--- config.mk ---
export PLATFORM = sky130hd
export DESIGN_NAME = stack_mem_controller_flat
export DESIGN_NICKNAME = d
export VERILOG_FILES = /design/src/rtl/stack_mem_controller_if.sv /design/src/rtl/stack_mem_controller.sv /design/src/flat_wrapper.sv
export SDC_FILE = /design/constraint.sdc
export NUM_CORES = 1
export LEC_CHECK = 0
export BUFFER_PORTS_ARGS = -buffer_cell sky130_fd_sc_hd__buf_2
export CAP_MARGIN = 30
export CORE_MARGIN = 2
export CORE_UTILIZATION = 54
export DETAILED_ROUTE_END_ITERATION = 10
export PLACE_DENSITY = 0.94
export SYNTH_ARGS = -nofsm -noshare
export SYNTH_HDL_FRONTEND = slang
export SYNTH_SLANG_ARGS = --single-unit
--- constraint.sdc ---
create_clock -name clk -period 7.77 [get_ports clk]
set_clock_uncertainty 0.1 [all_clocks]
set_input_delay 0.3885 -clock clk [delete_from_list [all_inputs] [get_ports clk]]
set_output_delay 0.3885 -clock clk [all_outputs]
set_load 0.01 [all_outputs]
--- src/rtl/stack_mem_controller_if.sv ---
// +----------------------------------------------------------------------+
// | stack_mem_controller_if: MEM-stage request/response and SRAM port.    |
// | Revision: 1.0                                                         |
// +----------------------------------------------------------------------+
`default_nettype none

interface stack_mem_controller_if #(
  parameter int ADDR_W = 16
);
  logic              mem_read;
  logic              mem_write;
  logic              push_en;
  logic              pop_en;
  logic [31:0]       alu_addr;
  logic [31:0]       st_val;
  logic              ready;
  logic [31:0]       rd_data;
  logic [31:0]       sp;
  logic              stk_err;
  logic [ADDR_W-1:0] sram_addr;
  logic [31:0]       sram_wdata;
  logic              sram_we_n;
  logic [31:0]       sram_rdata;

  modport slave (
    input  mem_read, mem_write, push_en, pop_en, alu_addr, st_val, sram_rdata,
    output ready, rd_data, sp, stk_err, sram_addr, sram_wdata, sram_we_n
  );

  modport master (
    output mem_read, mem_write, push_en, pop_en, alu_addr, st_val, sram_rdata,
    input  ready, rd_data, sp, stk_err, sram_addr, sram_wdata, sram_we_n
  );
endinterface

`default_nettype wire

--- src/rtl/stack_mem_controller.sv ---
// +----------------------------------------------------------------------+
// | stack_mem_controller: wait-stated SRAM load/store/PUSH/POP, owns SP.  |
// | Optional macro STACK_GUARD_EN: overflow/underflow guard with stk_err. |
// | Revision: 1.0                                                         |
// +----------------------------------------------------------------------+
`default_nettype none

module stack_mem_controller #(
  parameter int          ADDR_W      = 16,
  parameter int          WAIT_CYCLES = 3,
  parameter logic [31:0] STACK_BASE  = 32'h0000_0800,
  parameter logic [31:0] STACK_LIMIT = 32'h0000_0400
) (
  input  wire logic              clk,
  input  wire logic              rst,
  stack_mem_controller_if.slave  bus
);

  localparam logic [1:0]    S_IDLE     = 2'd0;
  localparam logic [1:0]    S_ACCESS   = 2'd1;
  localparam logic [1:0]    S_DONE     = 2'd2;
  localparam int            CW         = (WAIT_CYCLES > 1) ? $clog2(WAIT_CYCLES) : 1;
  localparam logic [CW-1:0] C_CNT_INIT = CW'(WAIT_CYCLES - 1);

  logic [1:0]        r_state;
  logic [CW-1:0]     r_cnt;
  logic [31:0]       r_sp;
  logic [31:0]       r_rd_data;
  logic [ADDR_W-1:0] r_addr;
  logic [31:0]       r_wdata;
  logic              r_we_n;
  logic              r_is_wr;
  logic              r_push;
  logic              r_pop;
  logic              r_fault;

  logic              w_req;
  logic              w_push;
  logic              w_pop;
  logic              w_fault;
  logic [31:0]       w_byte_addr;
  logic              w_last;
  logic              w_unused_bits;

  // Write wins when both strobes are up, so POP needs mem_write low.
  assign w_req       = bus.mem_read | bus.mem_write;
  assign w_push      = bus.mem_write & bus.push_en;
  assign w_pop       = bus.mem_read & bus.pop_en & ~bus.mem_write;
  assign w_byte_addr = w_push ? (r_sp - 32'd4) : (w_pop ? r_sp : bus.alu_addr);
  assign w_last      = (r_state == S_ACCESS) && (r_cnt == '0);
  assign w_unused_bits = ^{w_byte_addr[31:ADDR_W+2], w_byte_addr[1:0]};

`ifdef STACK_GUARD_EN
  logic r_err;

  assign w_fault = (w_push && (r_sp == STACK_LIMIT)) || (w_pop && (r_sp == STACK_BASE));

  always_ff @(posedge clk or posedge rst) begin
    if (rst) begin
      r_err <= 1'b0;
    end else if (w_last && r_fault) begin
      r_err <= 1'b1;
    end
  end

  assign bus.stk_err = r_err;
`else
  logic w_unused_cfg;

  assign w_fault      = 1'b0;
  assign w_unused_cfg = ^STACK_LIMIT;
  assign bus.stk_err  = 1'b0;
`endif

  always_ff @(posedge clk or posedge rst) begin
    if (rst) begin
      r_state   <= S_IDLE;
      r_cnt     <= '0;
      r_sp      <= STACK_BASE;
      r_rd_data <= 32'd0;
      r_addr    <= '0;
      r_wdata   <= 32'd0;
      r_we_n    <= 1'b1;
      r_is_wr   <= 1'b0;
      r_push    <= 1'b0;
      r_pop     <= 1'b0;
      r_fault   <= 1'b0;
    end else begin
      case (r_state)
        S_IDLE: begin
          if (w_req) begin
            r_addr  <= w_byte_addr[ADDR_W+1:2];
            r_wdata <= bus.st_val;
            r_is_wr <= bus.mem_write;
            r_push  <= w_push;
            r_pop   <= w_pop;
            r_fault <= w_fault;
            r_cnt   <= C_CNT_INIT;
            r_we_n  <= ~(bus.mem_write & ~w_fault);
            r_state <= S_ACCESS;
          end
        end
        S_ACCESS: begin
          if (r_cnt == '0) begin
            if (!r_is_wr) begin
              r_rd_data <= r_fault ? 32'd0 : bus.sram_rdata;
            end
            if (!r_fault && r_push) begin
              r_sp <= r_sp - 32'd4;
            end else if (!r_fault && r_pop) begin
              r_sp <= r_sp + 32'd4;
            end
            r_we_n  <= 1'b1;
            r_state <= S_DONE;
          end else begin
            r_cnt <= r_cnt - 1'b1;
          end
        end
        // Request inputs are still held here; they must not restart an access.
        S_DONE:  r_state <= S_IDLE;
        default: r_state <= S_IDLE;
      endcase
    end
  end

  assign bus.ready      = (r_state == S_ACCESS) ? 1'b0 :
                          (r_state == S_IDLE)   ? ~w_req : 1'b1;
  assign bus.rd_data    = r_rd_data;
  assign bus.sp         = r_sp;
  assign bus.sram_addr  = r_addr;
  assign bus.sram_wdata = r_wdata;
  assign bus.sram_we_n  = r_we_n;

endmodule

`default_nettype wire

--- src/flat_wrapper.sv ---
// flat-port wrapper written by rule: the top's interface ports become plain ports
module stack_mem_controller_flat 
#(
  parameter int          ADDR_W      = 16,
  parameter int          WAIT_CYCLES = 3,
  parameter logic [31:0] STACK_BASE  = 32'h0000_0800,
  parameter logic [31:0] STACK_LIMIT = 32'h0000_0400
)
  (clk, rst, bus_mem_read, bus_mem_write, bus_push_en, bus_pop_en, bus_alu_addr, bus_st_val, bus_sram_rdata, bus_ready, bus_rd_data, bus_sp, bus_stk_err, bus_sram_addr, bus_sram_wdata, bus_sram_we_n);
  stack_mem_controller_if #(.ADDR_W(ADDR_W)) bus_i ();
  input  wire logic clk;
  input  wire logic rst;
  input wire logic [$bits(bus_i.mem_read)-1:0] bus_mem_read;
  input wire logic [$bits(bus_i.mem_write)-1:0] bus_mem_write;
  input wire logic [$bits(bus_i.push_en)-1:0] bus_push_en;
  input wire logic [$bits(bus_i.pop_en)-1:0] bus_pop_en;
  input wire logic [$bits(bus_i.alu_addr)-1:0] bus_alu_addr;
  input wire logic [$bits(bus_i.st_val)-1:0] bus_st_val;
  input wire logic [$bits(bus_i.sram_rdata)-1:0] bus_sram_rdata;
  output wire logic [$bits(bus_i.ready)-1:0] bus_ready;
  output wire logic [$bits(bus_i.rd_data)-1:0] bus_rd_data;
  output wire logic [$bits(bus_i.sp)-1:0] bus_sp;
  output wire logic [$bits(bus_i.stk_err)-1:0] bus_stk_err;
  output wire logic [$bits(bus_i.sram_addr)-1:0] bus_sram_addr;
  output wire logic [$bits(bus_i.sram_wdata)-1:0] bus_sram_wdata;
  output wire logic [$bits(bus_i.sram_we_n)-1:0] bus_sram_we_n;
  assign bus_i.mem_read = bus_mem_read;
  assign bus_i.mem_write = bus_mem_write;
  assign bus_i.push_en = bus_push_en;
  assign bus_i.pop_en = bus_pop_en;
  assign bus_i.alu_addr = bus_alu_addr;
  assign bus_i.st_val = bus_st_val;
  assign bus_i.sram_rdata = bus_sram_rdata;
  assign bus_ready = bus_i.ready;
  assign bus_rd_data = bus_i.rd_data;
  assign bus_sp = bus_i.sp;
  assign bus_stk_err = bus_i.stk_err;
  assign bus_sram_addr = bus_i.sram_addr;
  assign bus_sram_wdata = bus_i.sram_wdata;
  assign bus_sram_we_n = bus_i.sram_we_n;
  stack_mem_controller #(.ADDR_W(ADDR_W), .WAIT_CYCLES(WAIT_CYCLES), .STACK_BASE(STACK_BASE), .STACK_LIMIT(STACK_LIMIT)) u_core (.clk(clk), .rst(rst), .bus(bus_i));
endmodule
==> out/qor.yml <==
leakage_nw: 4.04
layout.nets: 928
mostFrequentLayoutCells: "buf_2, nand2_1, dfrtp_1, dlygate4sd3_1, mux2_2"
p_per_area_nw_per_um2: 391
worstSetupEndpointType: "output port"
grt_usage_pct: 28.9
clkTransAtPathRegs_ns: 0.06
synth_cells: 584
die_area_um2: 11700
die_h_um: 108
fin_crit_ns: 2.62
start_util_pct: 54.9
cts_buffers: 17
ir_drop_v: 0.000244
setup_ws_ns: 5.15
drtAntennaViolNets: 0
antenna_found_initial: 0
worstPathArrival_ns: 2.13
synth_seq_cells: 118
die_w_um: 108
multi_input_area_um2: 2670
coreArea_um2: 10700
hold_viol_final: 0
dp.cells: 888
pin_count: 217
yosysWarnings: 0
root_buffer: "clkbuf_8"
rsz0062_at_grt: "false"
worst-slew-pin-transition_ns: 0.987
syn2layout_area_growth_pct: 36.5
cts.sinks: 118
fmax_mhz: 382
hold_buffers: 50
dp_slack_ns: 5.24
cts_resized: 0
ys.flop_type: "dfrtp_1"
drtIter0Drc: 515
seq_area_um2: 2960
clk_latency_ns: 0.52
holdWs_ns: 0.0194
cts_tree: "built"
ys_seq_area_share_pct: 50.4
avgSynthCellArea_um2: 10.0
grt_max_degree: 61
synth_edf_count: 0
via_per_inst: 5.55
finalWirelength_mm: 16.7
min_path_type: "in -> reg"
fin_tns_setup_ns: 0
crit_path_start: "u_core.r_state[0]"
cap_viol_max_count: 0
place_hpwl_mm: 10.6
synthesis.area_um2: 5870
slew_viol_final: 0
reg2reg_to: "u_core.bus.sp[27]"
via_count: 5417
dr.pass1.iters: 6
antenna_cells: 0
worstSetupPathType: "reg -> out"
cts_setup_buffers: 0
portBuffers: 197
num_rows: 38
mostFrequentLayoutCell: "buf_2"
stdcell_count: 976
outcome: "complete, no violations"
grt-ovfl-total: 0
maxSlewHeadroom_pct: 34.2
finalCritPeriodShare_pct: 33.7
gp_congestion: 0.977
critPathCapture: "bus_ready"
grt_pass1_vias: 5221
synthArstFlopShare_pct: 100
wl_per_cell_um: 17.1
design_area_um2: 8010
drive_gt1_share_pct: 34.7
worst-r2r-cell-count: 5
drc: 0
clockBufferDepth: 2
place_area_um2: 6870
synth_cell_types: 65
grt_pass1_wl_mm: 26.0
fill_cells: 728
cp_max_fo: 35
setup_violations: 0
r2r_start: "u_core.r_push"
cp.required_ns: 7.28
rrSetupSlack_ns: 5.17
h-tree-depth: 4
critPathLaunchType: "flop"
## sequential cells by signal, summed over array words and instances, names as in the netlist
register / cells
u_core.r_cnt: 2
u_core.r_is_wr: 1
u_core.bus.sp: 30
u_core.r_state: 2
u_core.bus.rd_data: 32
u_core.bus.sram_addr: 16
u_core.bus.sram_wdata: 32
u_core.r_push: 1
u_core.r_pop: 1
u_core.bus.sram_we_n: 1
## worst max-delay path: stages, from the launching register on
cell and delay, ns:
dfrtp_1 0.45, nor2_1 0.37, o21a_1 0.22, buf_4 0.35
a21oi_1 0.07, buf_2 0.16
## worst min-delay path by stage
stage / slack [ns] / startpoint / endpoint / depth (start not counted)
after floorplan: 0.37 / u_core.r_is_wr / u_core.r_is_wr / 1
after global placement: 0.35 / u_core.bus.sp[31] / u_core.bus.sp[31] / 1
after detailed placement: 0.36 / u_core.bus.sram_wdata[3] / u_core.bus.sram_wdata[3] / 2
after CTS: 0.00008 / bus_sram_rdata[20] / u_core.bus.rd_data[20] / 2
after global routing: 0.0009 / bus_sram_rdata[15] / u_core.bus.rd_data[15] / 2
final: 0.02 / bus_sram_rdata[6] / u_core.bus.rd_data[6] / 2
## logic make-up after synthesis
family	synth area share, %
fa+ha+maj	0.640
simple gates	21.3
other cells	0.0639
flops	50.4
compound gates	8.34
xor+xnor	6.27
buf+inv	4.52
mux	8.55
## final cells by class
| type | instances | share of cell area [%] |
|---|---|---|
| inverters | 11 | 0.547 |
| clock buffers | 18 | 5.34 |
| well taps | 140 | 2.19 |
| repair buffers | 259 | 19.9 |
| clock inverters | 14 | 1.87 |
| flip-flops and latches | 118 | 36.9 |
| multi-input cells | 416 | 33.3 |
## per-layer routing
| metal | vias to the layer above | part of all wire, % | track usage [%] |
|---|---|---|---|
| met3 | 50 | 6.6 | 7.96 |
| met1 | 2622 | 40 | 35.4 |
| met2 | 250 | 50 | 47.8 |
| li1 | 2495 | - | - |
| met4 | 0 | 3.4 | 12.5 |
| met5 | - | 0 | 0 |
## synthesized netlist by cell type (3+ instances only)
cell type / n / area (µm²)
ha_1: 3 / 37.5
nor2_1: 27 / 101
mux2_2: 32 / 360
nand2_1: 135 / 507
o21ai_0: 16 / 80.1
nor3_1: 15 / 75.1
a21oi_1: 16 / 80.1
clkbuf_1: 17 / 63.8
or3_4: 3 / 33.8
xnor2_1: 17 / 149
and3_1: 4 / 25.0
nand3_1: 13 / 65.1
a32oi_1: 4 / 35.0
inv_1: 11 / 41.3
o221ai_1: 10 / 87.6
and2_1: 5 / 31.3
nand3b_1: 5 / 37.5
buf_4: 6 / 45.0
mux2i_1: 13 / 130
nor2b_1: 3 / 18.8
buf_6: 4 / 45.0
dfrtp_1: 116 / 2900
a31oi_1: 4 / 25.0
xor2_1: 25 / 219
nand4_1: 8 / 50.1
nor4_1: 7 / 43.8
buf_2: 14 / 70.1
## stage by stage
step                power [mW]  util (%)
floorplan                 1.88         -
global route              3.34      74.9
finish                    3.13      74.9
CTS                       3.12      74.3
global placement          2.27      64.2
detailed placement        2.32      64.3
## power by group
part           internal (mW)  switching (mW)
combinational          0.536           0.691
sequential             0.886           0.263
clock                  0.467           0.292
total                   1.89            1.25
Power figures use the tool's default switching activity.
